**src/rtl/scratchpad_tile_sequencer.sv**
```systemverilog
// Tile sequencer in front of the scratchpad port of the memory arbiter.
// A tile command (base, rows, direction) becomes a row-major series of
// single-word arbiter requests; loaded words stream to the row writer and
// store words are pulled from the row reader.
//
// Handshakes: a ld_valid/ld_ready or st_valid/st_ready transfer happens on
// a rising edge where both are high; the valid side holds its payload
// stable until that edge. sLoad/sStore are held with a stable address/data
// until the matching hit, and drop on the cycle after the hit.
module scratchpad_tile_sequencer #(
  parameter int WORD_W        = 32,
  parameter int ADDR_W        = 32,
  parameter int WORDS_PER_ROW = 4,
  parameter int MAX_ROWS      = 4,
  parameter int ROW_STRIDE    = 64,
  localparam int ROWS_W       = $clog2(MAX_ROWS + 1),
  localparam int ROW_IDX_W    = $clog2(MAX_ROWS),
  localparam int COL_W        = $clog2(WORDS_PER_ROW)
) (
  input  logic                 CLK,
  input  logic                 RST,
  input  logic                 cmd_valid,
  output logic                 cmd_ready,
  input  logic                 cmd_store,
  input  logic [ADDR_W-1:0]    cmd_base,
  input  logic [ROWS_W-1:0]    cmd_rows,
  output logic                 done,
  output logic                 err,
  output logic                 sLoad,
  output logic                 sStore,
  output logic [ADDR_W-1:0]    load_addr,
  output logic [ADDR_W-1:0]    store_addr,
  output logic [WORD_W-1:0]    store_data,
  input  logic                 sLoad_hit,
  input  logic                 sStore_hit,
  input  logic [WORD_W-1:0]    load_data,
  output logic                 ld_valid,
  input  logic                 ld_ready,
  output logic [WORD_W-1:0]    ld_data,
  output logic [ROW_IDX_W-1:0] ld_row,
  output logic [COL_W-1:0]     ld_col,
  input  logic                 st_valid,
  output logic                 st_ready,
  input  logic [WORD_W-1:0]    st_data,
  output logic [2:0]           dbg_state_o
);

  typedef enum logic [2:0] {
    S_IDLE     = 3'd0,
    S_LD_REQ   = 3'd1,
    S_LD_OUT   = 3'd2,
    S_ST_FETCH = 3'd3,
    S_ST_REQ   = 3'd4,
    S_FIN      = 3'd5
  } state_e;

  state_e               state_q, state_d;
  logic [ADDR_W-1:0]    addr_q, addr_d;
  logic [ADDR_W-1:0]    row_base_q, row_base_d;
  logic [ROWS_W-1:0]    row_q, row_d;
  logic [COL_W-1:0]     col_q, col_d;
  logic [ROWS_W-1:0]    rows_q, rows_d;
  logic                 err_q, err_d;
  logic [WORD_W-1:0]    st_word_q, st_word_d;
  logic [WORD_W-1:0]    ld_data_q, ld_data_d;
  logic [ROW_IDX_W-1:0] ld_row_q, ld_row_d;
  logic [COL_W-1:0]     ld_col_q, ld_col_d;

  logic cmd_bad;
  logic last_col;
  logic last_word;
  logic do_adv;

  // Command legality and position within the tile
  assign cmd_bad   = (cmd_rows == '0) || (cmd_rows > ROWS_W'(MAX_ROWS));
  assign last_col  = (col_q == COL_W'(WORDS_PER_ROW - 1));
  assign last_word = last_col && (row_q == rows_q - ROWS_W'(1));
  assign do_adv    = ((state_q == S_LD_OUT) && ld_ready) ||
                     ((state_q == S_ST_REQ) && sStore_hit);

  // State register and datapath registers
  always_ff @(posedge CLK) begin
    if (RST) begin
      state_q    <= S_IDLE;
      addr_q     <= '0;
      row_base_q <= '0;
      row_q      <= '0;
      col_q      <= '0;
      rows_q     <= '0;
      err_q      <= 1'b0;
      st_word_q  <= '0;
      ld_data_q  <= '0;
      ld_row_q   <= '0;
      ld_col_q   <= '0;
    end else begin
      state_q    <= state_d;
      addr_q     <= addr_d;
      row_base_q <= row_base_d;
      row_q      <= row_d;
      col_q      <= col_d;
      rows_q     <= rows_d;
      err_q      <= err_d;
      st_word_q  <= st_word_d;
      ld_data_q  <= ld_data_d;
      ld_row_q   <= ld_row_d;
      ld_col_q   <= ld_col_d;
    end
  end

  // Next-state logic
  always_comb begin
    state_d = state_q;
    case (state_q)
      S_IDLE: begin
        if (cmd_valid) begin
          if (cmd_bad)        state_d = S_FIN;
          else if (cmd_store) state_d = S_ST_FETCH;
          else                state_d = S_LD_REQ;
        end
      end
      S_LD_REQ:   if (sLoad_hit)  state_d = S_LD_OUT;
      S_LD_OUT:   if (ld_ready)   state_d = last_word ? S_FIN : S_LD_REQ;
      S_ST_FETCH: if (st_valid)   state_d = S_ST_REQ;
      S_ST_REQ:   if (sStore_hit) state_d = last_word ? S_FIN : S_ST_FETCH;
      S_FIN:      state_d = S_IDLE;
      default:    state_d = S_IDLE;
    endcase
  end

  // Datapath next values: command latch, word capture and address walk
  always_comb begin
    addr_d     = addr_q;
    row_base_d = row_base_q;
    row_d      = row_q;
    col_d      = col_q;
    rows_d     = rows_q;
    err_d      = err_q;
    st_word_d  = st_word_q;
    ld_data_d  = ld_data_q;
    ld_row_d   = ld_row_q;
    ld_col_d   = ld_col_q;
    case (state_q)
      S_IDLE: begin
        err_d = 1'b0;
        if (cmd_valid) begin
          if (cmd_bad) begin
            err_d = 1'b1;
          end else begin
            addr_d     = cmd_base;
            row_base_d = cmd_base;
            rows_d     = cmd_rows;
            row_d      = '0;
            col_d      = '0;
          end
        end
      end
      S_LD_REQ: begin
        if (sLoad_hit) begin
          ld_data_d = load_data;
          ld_row_d  = row_q[ROW_IDX_W-1:0];
          ld_col_d  = col_q;
        end
      end
      S_ST_FETCH: if (st_valid) st_word_d = st_data;
      S_FIN:      err_d = 1'b0;
      default: ;
    endcase
    // Address arithmetic wraps silently at 2^ADDR_W
    if (do_adv) begin
      if (last_col) begin
        col_d      = '0;
        row_d      = row_q + ROWS_W'(1);
        row_base_d = row_base_q + ADDR_W'(ROW_STRIDE);
        addr_d     = row_base_q + ADDR_W'(ROW_STRIDE);
      end else begin
        col_d  = col_q + COL_W'(1);
        addr_d = addr_q + ADDR_W'(WORD_W / 8);
      end
    end
  end

  // Output decode; cmd_ready stays low while reset is asserted
  always_comb begin
    cmd_ready   = (state_q == S_IDLE) && !RST;
    sLoad       = (state_q == S_LD_REQ);
    sStore      = (state_q == S_ST_REQ);
    load_addr   = addr_q;
    store_addr  = addr_q;
    store_data  = st_word_q;
    ld_valid    = (state_q == S_LD_OUT);
    ld_data     = ld_data_q;
    ld_row      = ld_row_q;
    ld_col      = ld_col_q;
    st_ready    = (state_q == S_ST_FETCH);
    done        = (state_q == S_FIN);
    err         = (state_q == S_FIN) && err_q;
    dbg_state_o = state_q;
  end

endmodule

```
**config.mk**
```make
export PLATFORM = sky130hd
export DESIGN_NAME = scratchpad_tile_sequencer
export DESIGN_NICKNAME = d
export VERILOG_FILES = /design/src/rtl/scratchpad_tile_sequencer.sv
export SDC_FILE = /design/constraint.sdc
export NUM_CORES = 1
export LEC_CHECK = 0
export BUFFER_PORTS_ARGS = -buffer_cell sky130_fd_sc_hd__buf_2
export CORE_UTILIZATION = 55
export CTS_BUF_LIST = sky130_fd_sc_hd__clkbuf_4
export DETAILED_ROUTE_END_ITERATION = 16
export GPL_TIMING_DRIVEN = 0
export MAX_ROUTING_LAYER = met4
export PLACE_DENSITY = 0.95
export SLEW_MARGIN = 30
export SYNTH_ARGS = -nofsm -noshare
export SYNTH_HDL_FRONTEND = slang
export SYNTH_SLANG_ARGS = --single-unit
```
**constraint.sdc**
```tcl
create_clock -name CLK -period 6.2 [get_ports CLK]
set_input_delay 0.93 -clock CLK [delete_from_list [all_inputs] [get_ports CLK]]
set_output_delay 0.93 -clock CLK [all_outputs]
set_load 0.02 [all_outputs]
```
==> impl_metrics.ini <==
[timing]
setup_slack_ns = 2.35
relSlewSlack = 0.489
tns_ns = 0
fmax_mhz = 260
worst_pin_slew_ns = 0.766
rsz0062_at_grt = no
final_hold_viol_count = 0
period_share = 0.621
whs_ns = 0.459
finalClockSkew_ns = 0.0225
slew_violations = 0
setup_violations = 0
layout_min_cycle_time_ns = 3.85

[critical_path]
cp.arrival_ns = 2.92
crit_path_start_kind = input port
slowest_delay_ns = 0.56
path_class = input port to primary output
cp_cell_sequence = buf_2, buf_1, clkbuf_1, buf_1, nor4_1, buf_2
end_kind = primary output
crit_path_top_delay_cell = buf_1
cp_data_required_time_ns = 5.27
cp_top_family = buffers and inverters
cp_max_fo = 10
crit_buf_inv = 5

[clock_tree]
root_buffer = clkbuf_4
cts_buffers = 17
clock_path_buffers = 2
cts-hold-fix-buffers = 0
h-tree-depth = 4
post_cts_resized = 0
clkTransAtPathRegs_ns = 0.12
cts_tree = yes
worst_skew_pair.late_latency_ns = 0.58
clkSinkCount = 144
cts_setup_buffers = 0

[grt]
grt_pass1_vias = 7854
grt-ovfl-total = 0
grt_start_max_net_pins = 17
antenna_found_initial = 2
grt_first_pass_wirelength_um = 39500
grtUsageTotal = 0.368

[die]
ios = 249
die_x_um = 118
start_util = 0.563
rows = 42
dieArea_sq_um = 14000
core_region_area_sq_um = 13200
die_y_um = 118

[power_and_ir_drop]
leakagePower_nw = 3.96
swShare = 0.420
clockPowerShare = 0.208
p_comb_frac = 0.411
pwr-share-seq = 0.380
ir_worst_vdd_v = 0.000237
p_int_mw = 1.89
p_per_area_nw_per_um2 = 353
netSwitchingPower_mw = 1.37

[synth]
syn_avg_cell_area_sq_um = 7.61
ys.flop_type = dfxtp_1
async_reset_ff_frac = 0
ys_types = 67
yosys.area.top_type = dfxtp_1
synth_edf_count = 0
ys_ff_latch = 144
synthCells = 981
yosysSeqAreaShare = 0.386
syn_nets = 1093
syn_area_sq_um = 7460
synthTopCellsByArea = dfxtp_1 (39%), nand2_1 (12%), a21oi_1 (8.0%)
ys_warn_count = 0
yosysTopAreaCellShare = 0.386

[cells_and_area]
layout.nets = 1360
fin_cells = 1439
drive_gt1_frac = 0.285
synthToLayoutAreaGrowth_pct = 24.0
final_common_cell = buf_2
mostFrequentLayoutCells = buf_2 (270), nand2_1 (231), dfxtp_1 (144)

[placed_design]
dpl_worst_slack_ns = 2.42
io_buffers = 248
gp_congestion = 0.977
hpwl_um = 18400
dp_cells = 1405

[drt]
postRouteAntennaNets = 0
num_vias = 8600
drtPass1Iterations = 6
wl_per_cell_um = 17.6
wl_um = 25300
via_per_inst = 5.98
post-route-drc-count = 0
first_iter_violations = 1172

[outcome]
status = complete, no violations

[worst_hold_path]
hp-class = flip-flop to flip-flop

[flow_run]
maxCapViolCount = 0
[metal layers]
layer,part of all wire,vias up,global-route usage
li1,-,3982,-
met1,0.40,3902,0.466
met2,0.44,616,0.567
met3,0.12,100,0.0820
met4,0.040,0,0.152
met5,0,-,-
[flip-flops by register name, indices dropped and copies added, names as in the netlist, 3 cells and up]
register	flops
load_addr	32
rows_q	3
store_data	32
dbg_state_o	3
ld_data	32
row_q	3
row_base_q	32
[worst min-delay path: stages (launching register included)]
cell and delay (ns):
dfxtp_1 0.33, nand2_1 0.05, a21oi_1 0.05
[final timing paths]
path | start | endpoint | slack, ns | cells after the start
worst max register to register | dbg_state_o[0] | load_addr[19] | 3.64 | 8
worst min register to register | ld_data[25] | ld_data[25] | 0.46 | 2
worst max-delay path | RST | cmd_ready | 2.35 | 6
worst min-delay path | ld_data[25] | ld_data[25] | 0.46 | 2
[through the flow]
| stage | utilization | cell area [sq um] | power [mW] |
|---|---|---|---|
| after floorplan | - | 7460 | 2.13 |
| after global placement | 0.674 | 8920 | 2.53 |
| after detailed placement | 0.674 | 8920 | 2.57 |
| after CTS | 0.698 | 9250 | 3.24 |
| after global routing | 0.699 | 9250 | 3.43 |
| final | 0.699 | 9250 | 3.27 |
[cell type report]
cell class | instances | area [sq um]
fill | 1113 | 3990
multi-input combinational | 720 | 3950
sequential | 144 | 2880
timing repair buffer | 248 | 1240
buffer | 104 | 576
tap | 176 | 220
clock inverter | 14 | 188
clock buffer | 18 | 135
inverter | 13 | 48.8
antenna | 2 | 5.00
[cell usage after synthesis, types with 8 or more instances]
master and instances:
a21o_1 8, a21oi_1 119, a221oi_1 8, a22oi_1 10, a311oi_1 9, a31oi_1 22, and2_1 8, and3_1 13
buf_2 22, buf_4 38, clkbuf_1 39, dfxtp_1 144, inv_1 13, nand2_1 231, nand3_1 26, nand4_1 19
nor2_1 43, nor3_1 23, nor4_1 8, o21ai_0 26, o21ai_1 15, o31ai_1 9, xnor2_1 18, xor2_1 11
[kinds of logic after synthesis]
group	share of synthesized area
muxes	0.00671
AOI/OAI and AO/OA	0.219
adders and majority gates	0.00839
xor gates and xnor gates	0.0340
and+or+nand+nor	0.262
DFF	0.386
buffers and inverters	0.0837
[power by group through the flow]
| stage | combinational, mW | clock [mW] | sequential, mW |
|---|---|---|---|
| floorplan | 0.772 | 0 | 1.35 |
| global placement | 1.29 | 0 | 1.25 |
| detailed placement | 1.31 | 0 | 1.26 |
| CTS | 1.32 | 0.682 | 1.23 |
| global route | 1.44 | 0.726 | 1.26 |
| finish | 1.34 | 0.680 | 1.24 |
No activity file was read; power rests on OpenSTA's default activity.
